### src/rtl/memory16x32_arbiter.sv
// Round-robin arbiter and sequencer for two clients sharing the single-port
// memory16x32. At most one access issues per cycle.
// Ports:
//   CLK, RST (sync, active-low).
//   Req/We/Addr/Wdata _A/_B are the client requests.
//   Gnt_A/_B are combinational grants.
//   Rdata/Rvalid _A/_B return registered read data.
//   Mem_* connect to the memory.
// Optional macro ARB_RSP_CHECK_EN adds the sticky Rsp_err output, which
// flags a memory Valid_out that disagrees with the tagged access type.
module memory16x32_arbiter #(
    parameter int DATA_WIDTH = 32,
    parameter int ADDR_WIDTH = 4
) (
    input  logic                  CLK,
    input  logic                  RST,
    input  logic                  Req_A,
    input  logic                  Req_B,
    input  logic                  We_A,
    input  logic                  We_B,
    input  logic [ADDR_WIDTH-1:0] Addr_A,
    input  logic [ADDR_WIDTH-1:0] Addr_B,
    input  logic [DATA_WIDTH-1:0] Wdata_A,
    input  logic [DATA_WIDTH-1:0] Wdata_B,
    output logic                  Gnt_A,
    output logic                  Gnt_B,
    output logic [DATA_WIDTH-1:0] Rdata_A,
    output logic [DATA_WIDTH-1:0] Rdata_B,
    output logic                  Rvalid_A,
    output logic                  Rvalid_B,
    output logic [DATA_WIDTH-1:0] Mem_Data_in,
    output logic [ADDR_WIDTH-1:0] Mem_Address,
    output logic                  Mem_EN,
    input  logic [DATA_WIDTH-1:0] Mem_Data_out,
`ifdef ARB_RSP_CHECK_EN
    output logic                  Rsp_err,
`endif
    input  logic                  Mem_Valid_out
);

    // In-flight access tag. own: 0 = A, 1 = B.
    // vld marks any accepted access. The check logic needs writes too,
    // so only entries with rd set produce a read return.
    typedef struct packed {
        logic vld;
        logic own;
        logic rd;
    } tag_t;

    logic                  prio_b_q, prio_b_d;
    logic                  mem_en_q, mem_en_d;
    logic [ADDR_WIDTH-1:0] mem_addr_q, mem_addr_d;
    logic [DATA_WIDTH-1:0] mem_data_q, mem_data_d;
    tag_t                  tag0_q, tag0_d;
    tag_t                  tag1_q, tag1_d;
    logic [DATA_WIDTH-1:0] rdata_a_q, rdata_a_d;
    logic [DATA_WIDTH-1:0] rdata_b_q, rdata_b_d;
    logic                  rvalid_a_q, rvalid_a_d;
    logic                  rvalid_b_q, rvalid_b_d;

    logic                  gnt_a, gnt_b, accept;
    logic                  sel_we;
    logic [ADDR_WIDTH-1:0] sel_addr;
    logic [DATA_WIDTH-1:0] sel_wdata;
    logic                  ret;

    // prio_b_q set means B wins a tie.
    // No grants are given while reset is asserted.
    always_comb begin
        gnt_a = 1'b0;
        gnt_b = 1'b0;
        if (RST) begin
            gnt_a = Req_A & (~Req_B | ~prio_b_q);
            gnt_b = Req_B & ~gnt_a;
        end
    end

    assign accept = gnt_a | gnt_b;

    always_comb begin
        sel_we    = We_A;
        sel_addr  = Addr_A;
        sel_wdata = Wdata_A;
        if (gnt_b) begin
            sel_we    = We_B;
            sel_addr  = Addr_B;
            sel_wdata = Wdata_B;
        end
    end

    always_comb begin
        prio_b_d   = prio_b_q;
        mem_en_d   = 1'b0;
        mem_addr_d = mem_addr_q;
        mem_data_d = mem_data_q;
        if (accept) begin
            prio_b_d   = gnt_a;
            mem_en_d   = sel_we;
            mem_addr_d = sel_addr;
            mem_data_d = sel_wdata;
        end
    end

    // Stage 1 lines up with the memory's registered output.
    // Idle-cycle reads are untagged and never produce a return.
    always_comb begin
        tag0_d.vld = accept;
        tag0_d.own = gnt_b;
        tag0_d.rd  = ~sel_we;
        tag1_d     = tag0_q;
    end

    assign ret = tag1_q.vld & tag1_q.rd;

    always_comb begin
        rvalid_a_d = ret & ~tag1_q.own;
        rvalid_b_d = ret & tag1_q.own;
        rdata_a_d  = rvalid_a_d ? Mem_Data_out : rdata_a_q;
        rdata_b_d  = rvalid_b_d ? Mem_Data_out : rdata_b_q;
    end

    always_ff @(posedge CLK) begin
        if (!RST) begin
            prio_b_q   <= 1'b0;
            mem_en_q   <= 1'b0;
            mem_addr_q <= '0;
            mem_data_q <= '0;
            tag0_q     <= '0;
            tag1_q     <= '0;
            rdata_a_q  <= '0;
            rdata_b_q  <= '0;
            rvalid_a_q <= 1'b0;
            rvalid_b_q <= 1'b0;
        end else begin
            prio_b_q   <= prio_b_d;
            mem_en_q   <= mem_en_d;
            mem_addr_q <= mem_addr_d;
            mem_data_q <= mem_data_d;
            tag0_q     <= tag0_d;
            tag1_q     <= tag1_d;
            rdata_a_q  <= rdata_a_d;
            rdata_b_q  <= rdata_b_d;
            rvalid_a_q <= rvalid_a_d;
            rvalid_b_q <= rvalid_b_d;
        end
    end

`ifdef ARB_RSP_CHECK_EN
    logic rsp_err_q, rsp_err_d;

    // A read must see Valid_out = 1 and a write must see Valid_out = 0.
    always_comb begin
        rsp_err_d = rsp_err_q;
        if (tag1_q.vld && (tag1_q.rd != Mem_Valid_out)) begin
            rsp_err_d = 1'b1;
        end
    end

    always_ff @(posedge CLK) begin
        if (!RST) begin
            rsp_err_q <= 1'b0;
        end else begin
            rsp_err_q <= rsp_err_d;
        end
    end

    assign Rsp_err = rsp_err_q;
`else
    logic unused_valid_out;
    assign unused_valid_out = Mem_Valid_out;
`endif

    assign Gnt_A       = gnt_a;
    assign Gnt_B       = gnt_b;
    assign Rdata_A     = rdata_a_q;
    assign Rdata_B     = rdata_b_q;
    assign Rvalid_A    = rvalid_a_q;
    assign Rvalid_B    = rvalid_b_q;
    assign Mem_EN      = mem_en_q;
    assign Mem_Address = mem_addr_q;
    assign Mem_Data_in = mem_data_q;

endmodule

### config.mk
export PLATFORM = sky130hd
export DESIGN_NAME = memory16x32_arbiter
export DESIGN_NICKNAME = d
export VERILOG_FILES = /design/src/rtl/memory16x32_arbiter.sv
export SDC_FILE = /design/constraint.sdc
export NUM_CORES = 1
export LEC_CHECK = 0
export ABC_AREA = 1
export BUFFER_PORTS_ARGS = -buffer_cell sky130_fd_sc_hd__clkbuf_2
export CORE_MARGIN = 3
export CORE_UTILIZATION = 46
export DETAILED_ROUTE_END_ITERATION = 10
export PLACE_DENSITY = 0.8
export SLEW_MARGIN = 10
export SYNTH_ARGS = -nofsm -noshare
export SYNTH_HDL_FRONTEND = slang
export SYNTH_SLANG_ARGS = --single-unit
### constraint.sdc
create_clock -name CLK -period 1.4 [get_ports CLK]
set_input_delay 0.28 -clock CLK [delete_from_list [all_inputs] [get_ports CLK]]
set_output_delay 0.28 -clock CLK [all_outputs]
set_load 0.01 [all_outputs]
==> run_results.csv, run 1 <==
group,metric,value,unit
status,status,"finished clean",
route,route.final.wire_length,11.7,mm
route,drtIter0Drc,169,
global_route,number_of_antenna_violations_at_the_first_check_in_global_routing,0,
floorplanning,dieArea,11000,um2
power_and_ir_drop,power_density_cells,1020,nW/um2
placement,place.gp.congestion,0.772,
worst_setup_path,critical_path_required,1.12,ns
global_route,track_usage,21.0,%
clock_network,max-clock-path-buffers,2,
floorplanning,std_cell_rows,35,
sta,finalHoldViolations,0,
global_route,gr-total-overflow,0,
floorplanning,pin_count,216,
synth,synth.net_count,735,
sta,slew_headroom,75.9,%
sta,maxClockFrequency,741,MHz
synth,synth.lib_cells_used.distinct,17,
layout,layout.cells.non_filler,972,
min_path,worstHoldPathCells,3,
sta,rsz0062_at_grt,"true",
worst_setup_path,reg2reg_slack,0.12,ns
min_path,timing.hold.worst.start,"Mem_Data_out[28]",
clock_network,cts_tree,"done",
worst_setup_path,crit-reg2reg-launch,"prio_b_q$_SDFFE_PN0P_",
placement,detailed_place_hpwl,8.96,mm
worst_setup_path,cp.arrival,1.07,ns
layout,n_antenna_cell,0,
layout,syn2layout_area_growth,33.2,%
synth,synthCells,624,
power_and_ir_drop,max-vdd-ir-drop,0.000492,V
clock_network,insertion_delay,0.36,ns
route,vias,4492,
route,drc,0,
worst_setup_path,worst-setup-path-type,"reg2out",
global_route,first_global_vias,4021,
worst_setup_path,reg2reg_depth,7,
synth,ys_seq_area_share,48.9,%
min_path,worst_hold_path.endpoint,"Rdata_A[28]$_SDFFE_PN0P_",
placement,io_buffers,214,
synth,syn_area,4500,um2
sta,final.min_clock_period,1.35,ns
floorplanning,die-width,105,um
worst_setup_path,timing.critical_path.fanout_max,3,
sta,finalClockSkew,0.0168,ns
power_and_ir_drop,total_leakage_power,3.29,nW
floorplanning,start_util,48.0,%
floorplanning,chipHeight,105,um
route,wl_per_cell,12.1,um
worst_setup_path,timing.critical_path.from_type,"flop",
clock_network,tritoncts.num_buffers,9,
sta,fin_crit_sh,96.4,%
layout,final_nets,949,
clock_network,clock_sinks,110,
layout,fin_util,64.0,%
synth,yosys_warnings,0,
synth,ys_ff_latch,110,
global_route,grt_first_pass_wirelength,19.1,mm
route,ant_nets,0,
sta,worst-slew-pin-transition,0.362,ns
clock_network,clk_pin_slew,0.11,ns
floorplanning,design.core.area,9370,um2
synth,synth_area_per_cell,7.21,um2
min_path,holdCritPathClass,"in2reg",
worst_setup_path,critical_path.endpoint_type,"output pin",
route,dr.pass1.iters,4,
clock_network,clockRootBuffer,"clkbuf_8",
placement,dp_cells,951,
sta,setup_violations,0,
route,avg_vias_per_cell,4.62,
worst_setup_path,reg2reg_to,"Mem_Data_in[6]$_SDFFE_PN0P_",
layout,drive_above_1_share,34.0,%
job,number_of_maximum_capacitance_constraint_violations,0,
sta,slew_violations,0,
clock_network,cts_htree_levels,3,
clock_network,cts_hold_buf,0,
global_route,pin_count_of_the_biggest_net_entering_global_routing,38,
[per-layer routing]
layer	vias up	global-route usage (%)	share of wire (%)
met3	5	6.49	8.9
met2	180	35.2	46
met5	-	0	0
met1	1951	26.6	45
met4	0	4.22	0.38
li1	2356	-	-
[cells in the final DEF (no fill, tap or decap), types with 3 or more instances in the layout]
cell and count:
dfxtp_1 109, nor2_1 84, nand3b_1 8, inv_1 95
nand2_2 19, clkbuf_8 10, nand2_1 98, inv_8 3
buf_4 24, nand3_1 64, nand2_4 3, clkbuf_2 212
a21oi_1 33, o21ai_0 65, buf_12 3
[registers in the layout, indices dropped and copies added (netlist names), 3 cells and up]
signal	flops
Rdata_A	32
Mem_Address	4
tag1_q	3
Mem_Data_in	32
Rdata_B	32
tag0_q	3
[where the power goes]
group	internal [mW]	switching, mW
clock network	0.728	1.12
registers	3.28	0.0790
logic	0.409	0.514
[critical path: stages (launching register included)]
cell	delay, ns
dfxtp_2	0.35
nand2_1	0.11
nand3_4	0.09
inv_1	0.06
clkbuf_2	0.12
[cells by family (layout without fill, tap and decap cells)]
family                 Yosys count  after routing  synth area share, %
AO/OA/AOI/OAI                   98             98                 10.9
buffers and inverters          137            356                 12.7
flip-flops                     110            110                 48.9
AND/OR/NAND/NOR                279            279                 27.5
[repair_timing]
| item | CTS | global route |
|---|---|---|
| endpoints found under the setup margin | 2 | 2 |
| setup buffers | 1 | 4 |
| gates resized for setup | 5 | 3 |
| pin swaps | 1 | 1 |
[stage by stage]
stage                     cell area, um2  power [mW]  hold slack [ns]  TNS (ns)  setup slack [ns]
after global placement              5750        4.33            0.393         0            0.0820
after detailed placement            5750        4.35            0.400         0            0.0591
final                               6000        6.13            0.146         0            0.0499
after floorplan                     4500        3.91            0.390         0             0.215
after CTS                           5960        6.17            0.136   -0.0380           -0.0380
after global routing                6000        6.43            0.135   -0.0259           -0.0231
[worst max-delay path by stage]
stage                                              end             startpoint  slack [ns]
after floorplan            Mem_Data_in[8]$_SDFFE_PN0P_                    RST        0.22
after global placement    Mem_Data_in[10]$_SDFFE_PN0P_                    RST        0.08
after detailed placement  Mem_Data_in[11]$_SDFFE_PN0P_                    RST        0.06
after CTS                                        Gnt_B  prio_b_q$_SDFFE_PN0P_       -0.04
after global routing                             Gnt_A  prio_b_q$_SDFFE_PN0P_       -0.02
final                                            Gnt_A  prio_b_q$_SDFFE_PN0P_        0.05
[cells in the mapped netlist]
library cell	n	area share, %
dfxtp_1	110	49
nand2_1	98	8.2
inv_1	96	8.0
nor2_1	85	7.1
nand3_1	65	7.2
o21ai_0	65	7.2
a21oi_1	33	3.7
clkbuf_1	22	1.8
nand2_2	20	2.8
buf_2	8	0.89
nand3b_1	8	1.3
buf_4	4	0.67
buf_6	4	1.0
inv_2	2	0.17
nand2_4	2	0.50
inv_4	1	0.14
nand3_4	1	0.39
[layout make-up]
| type | instances | area, um2 |
|---|---|---|
| well taps | 129 | 161 |
| clock buffers | 10 | 138 |
| repair buffers | 241 | 1320 |
| flip-flops and latches | 110 | 2200 |
| clock inverters | 6 | 55.1 |
| inverters | 99 | 382 |
| fillers | 889 | 3370 |
| multi-input cells | 377 | 1740 |
Note: power is estimated with default switching activity, not from simulation.
==> run 2: changes to the inputs <==
--- a/config.mk
+++ b/config.mk
@@ -6,7 +6,7 @@
 export NUM_CORES = 1
 export LEC_CHECK = 0
 export ABC_AREA = 1
-export BUFFER_PORTS_ARGS = -buffer_cell sky130_fd_sc_hd__clkbuf_2
+export BUFFER_PORTS_ARGS = -buffer_cell sky130_fd_sc_hd__buf_2
 export CORE_MARGIN = 3
 export CORE_UTILIZATION = 46
 export DETAILED_ROUTE_END_ITERATION = 10
==> run_results.csv, run 2 (synthesis gave the netlist of run 1 again) <==
group,metric,value,unit
worst_setup_path,crit-reg2reg-launch,"prio_b_q$_SDFFE_PN0P_",
power_and_ir_drop,max-vdd-ir-drop,0.000467,V
power_and_ir_drop,total_leakage_power,3.35,nW
route,route.final.wire_length,11.7,mm
worst_setup_path,critical_path_required,1.12,ns
min_path,worstHoldPathCells,3,
global_route,grt_first_pass_wirelength,19.0,mm
route,drtIter0Drc,157,
sta,setup_violations,0,
layout,syn2layout_area_growth,34.0,%
worst_setup_path,critical_path.endpoint_type,"output pin",
route,met2WireLength,5.31,mm
route,routed.top_layer,"met4",
floorplanning,pin_count,216,
sta,worst-slew-pin-transition,0.310,ns
floorplanning,std_cell_rows,35,
worst_setup_path,critical_path_depth,4,
floorplanning,die-width,105,um
route,dr.pass1.iters,4,
sta,slew_violations,0,
route,ant_nets,0,
worst_setup_path,worst_path_max_delay_cell,"dfxtp_2",
sta,slew_headroom,79.3,%
clock_network,tritoncts.num_buffers,9,
power_and_ir_drop,power_density_cells,1030,nW/um2
worst_setup_path,critical-path-max-stage-delay,0.35,ns
clock_network,clock_sinks,110,
power_and_ir_drop,power,6.19,mW
route,drc,0,
clock_network,insertion_delay,0.37,ns
clock_network,clk_pin_slew,0.13,ns
clock_network,cts_hold_buf,0,
min_path,holdCritPathClass,"in2reg",
job,number_of_maximum_capacitance_constraint_violations,0,
worst_setup_path,reg2reg_depth,6,
placement,place.gp.congestion,0.767,
route,m1WireLength,5.12,mm
floorplanning,chipHeight,105,um
floorplanning,dieArea,11000,um2
route,avg_vias_per_cell,4.62,
route,wl_per_cell,12.1,um
floorplanning,start_util,48.0,%
global_route,first_global_vias,4071,
worst_setup_path,crit_path_start,"prio_b_q$_SDFFE_PN0P_",
placement,detailed_place_hpwl,8.87,mm
global_route,gr-total-overflow,0,
sta,rsz0062_at_grt,"true",
layout,post-route-cell-area,6030,um2
worst_setup_path,worst-setup-path-type,"reg2out",
sta,final.min_clock_period,1.37,ns
worst_setup_path,critPathBufInv,2,
clock_network,clockRootBuffer,"clkbuf_8",
global_route,track_usage,20.8,%
global_route,pin_count_of_the_biggest_net_entering_global_routing,43,
sta,fin_crit_sh,98.0,%
worst_setup_path,timing.critical_path.from_type,"flop",
sta,finalHoldViolations,0,
layout,final_common_cell,"buf_2",
sta,maxClockFrequency,729,MHz
placement,dpl-instance-area,5770,um2
clock_network,max-clock-path-buffers,2,
worst_setup_path,timing.critical_path.fanout_max,8,
worst_setup_path,cp.arrival,1.09,ns
layout,drive_above_1_share,34.1,%
layout,n_antenna_cell,0,
worst_setup_path,crit_chain,"nand2_2 -> nand3_4 -> inv_2 -> buf_6",
floorplanning,design.core.area,9370,um2
status,status,"finished clean",
clock_network,cts_htree_levels,3,
layout,most-common-layout-cells,"212 x buf_2, 109 x dfxtp_1, 97 x nand2_1",
clock_network,cts_tree,"done",
route,met3RoutedLength,1.16,mm
placement,io_buffers,214,
layout,final_nets,947,
worst_setup_path,worst_path_dominant_cell_family,"flip-flops",
sta,finalClockSkew,0.0197,ns
route,vias,4478,
min_path,timing.hold.worst.start,"Mem_Data_out[27]",
global_route,number_of_antenna_violations_at_the_first_check_in_global_routing,0,
run 2: path summary, 6_finish.rpt:
path                                 endpoint  slack (ns)
hold reg to reg          tag1_q[1]$_SDFF_PN0_        0.42
setup / recovery                        Gnt_A        0.03
hold / removal       Rdata_A[27]$_SDFFE_PN0P_        0.13
setup reg to reg  Mem_Data_in[1]$_SDFFE_PN0P_        0.16
run 2: tightest hold or removal path, cell delays in order:
cell and delay [ns]:
buf_2 0.08, nor2_1 0.04, nor2_1 0.08
run 2: power breakdown:
part | total [mW] | leakage, nW | switching, mW | internal, mW
Combinational | 0.937 | 2.35 | 0.515 | 0.422
Clock | 1.89 | 0.0946 | 1.18 | 0.713
Sequential | 3.36 | 0.900 | 0.0758 | 3.28
run 2: metal layers:
metal,vias to the layer above,global-route usage [%]
li1,2346,-
met1,1928,26.2
met2,194,34.8
met3,10,5.99
met4,0,5.62
met5,-,0
run 2: final cells by class:
| cell class | instances | area (um2) |
|---|---|---|
| clock buffers | 9 | 124 |
| clock inverters | 7 | 73.8 |
| fillers | 890 | 3340 |
| inverters | 99 | 377 |
| multi-input cells | 377 | 1750 |
| flip-flops and latches | 110 | 2200 |
| well taps | 129 | 161 |
| repair buffers | 239 | 1350 |
run 2: stage by stage:
| step | std cells | util [%] | worst slack, ns | hold slack, ns | TNS [ns] |
|---|---|---|---|---|---|
| after floorplan | 624 | - | 0.215 | 0.390 | 0 |
| after global placement | 949 | 61.6 | 0.00705 | 0.395 | 0 |
| after detailed placement | 949 | 61.6 | -0.0325 | 0.397 | -0.196 |
| after CTS | 966 | 64.0 | -0.000385 | 0.114 | -0.000385 |
| after global routing | 970 | 64.4 | -0.0224 | 0.126 | -0.0395 |
| final | 970 | 64.4 | 0.0282 | 0.134 | 0 |
run 2: repair_timing:
item	4_1_cts	5_1_grt
endpoints found under the setup margin	2	5
gates cloned	0	0
pin swaps	1	2
buffers inserted	2	4
gates resized for setup	6	2
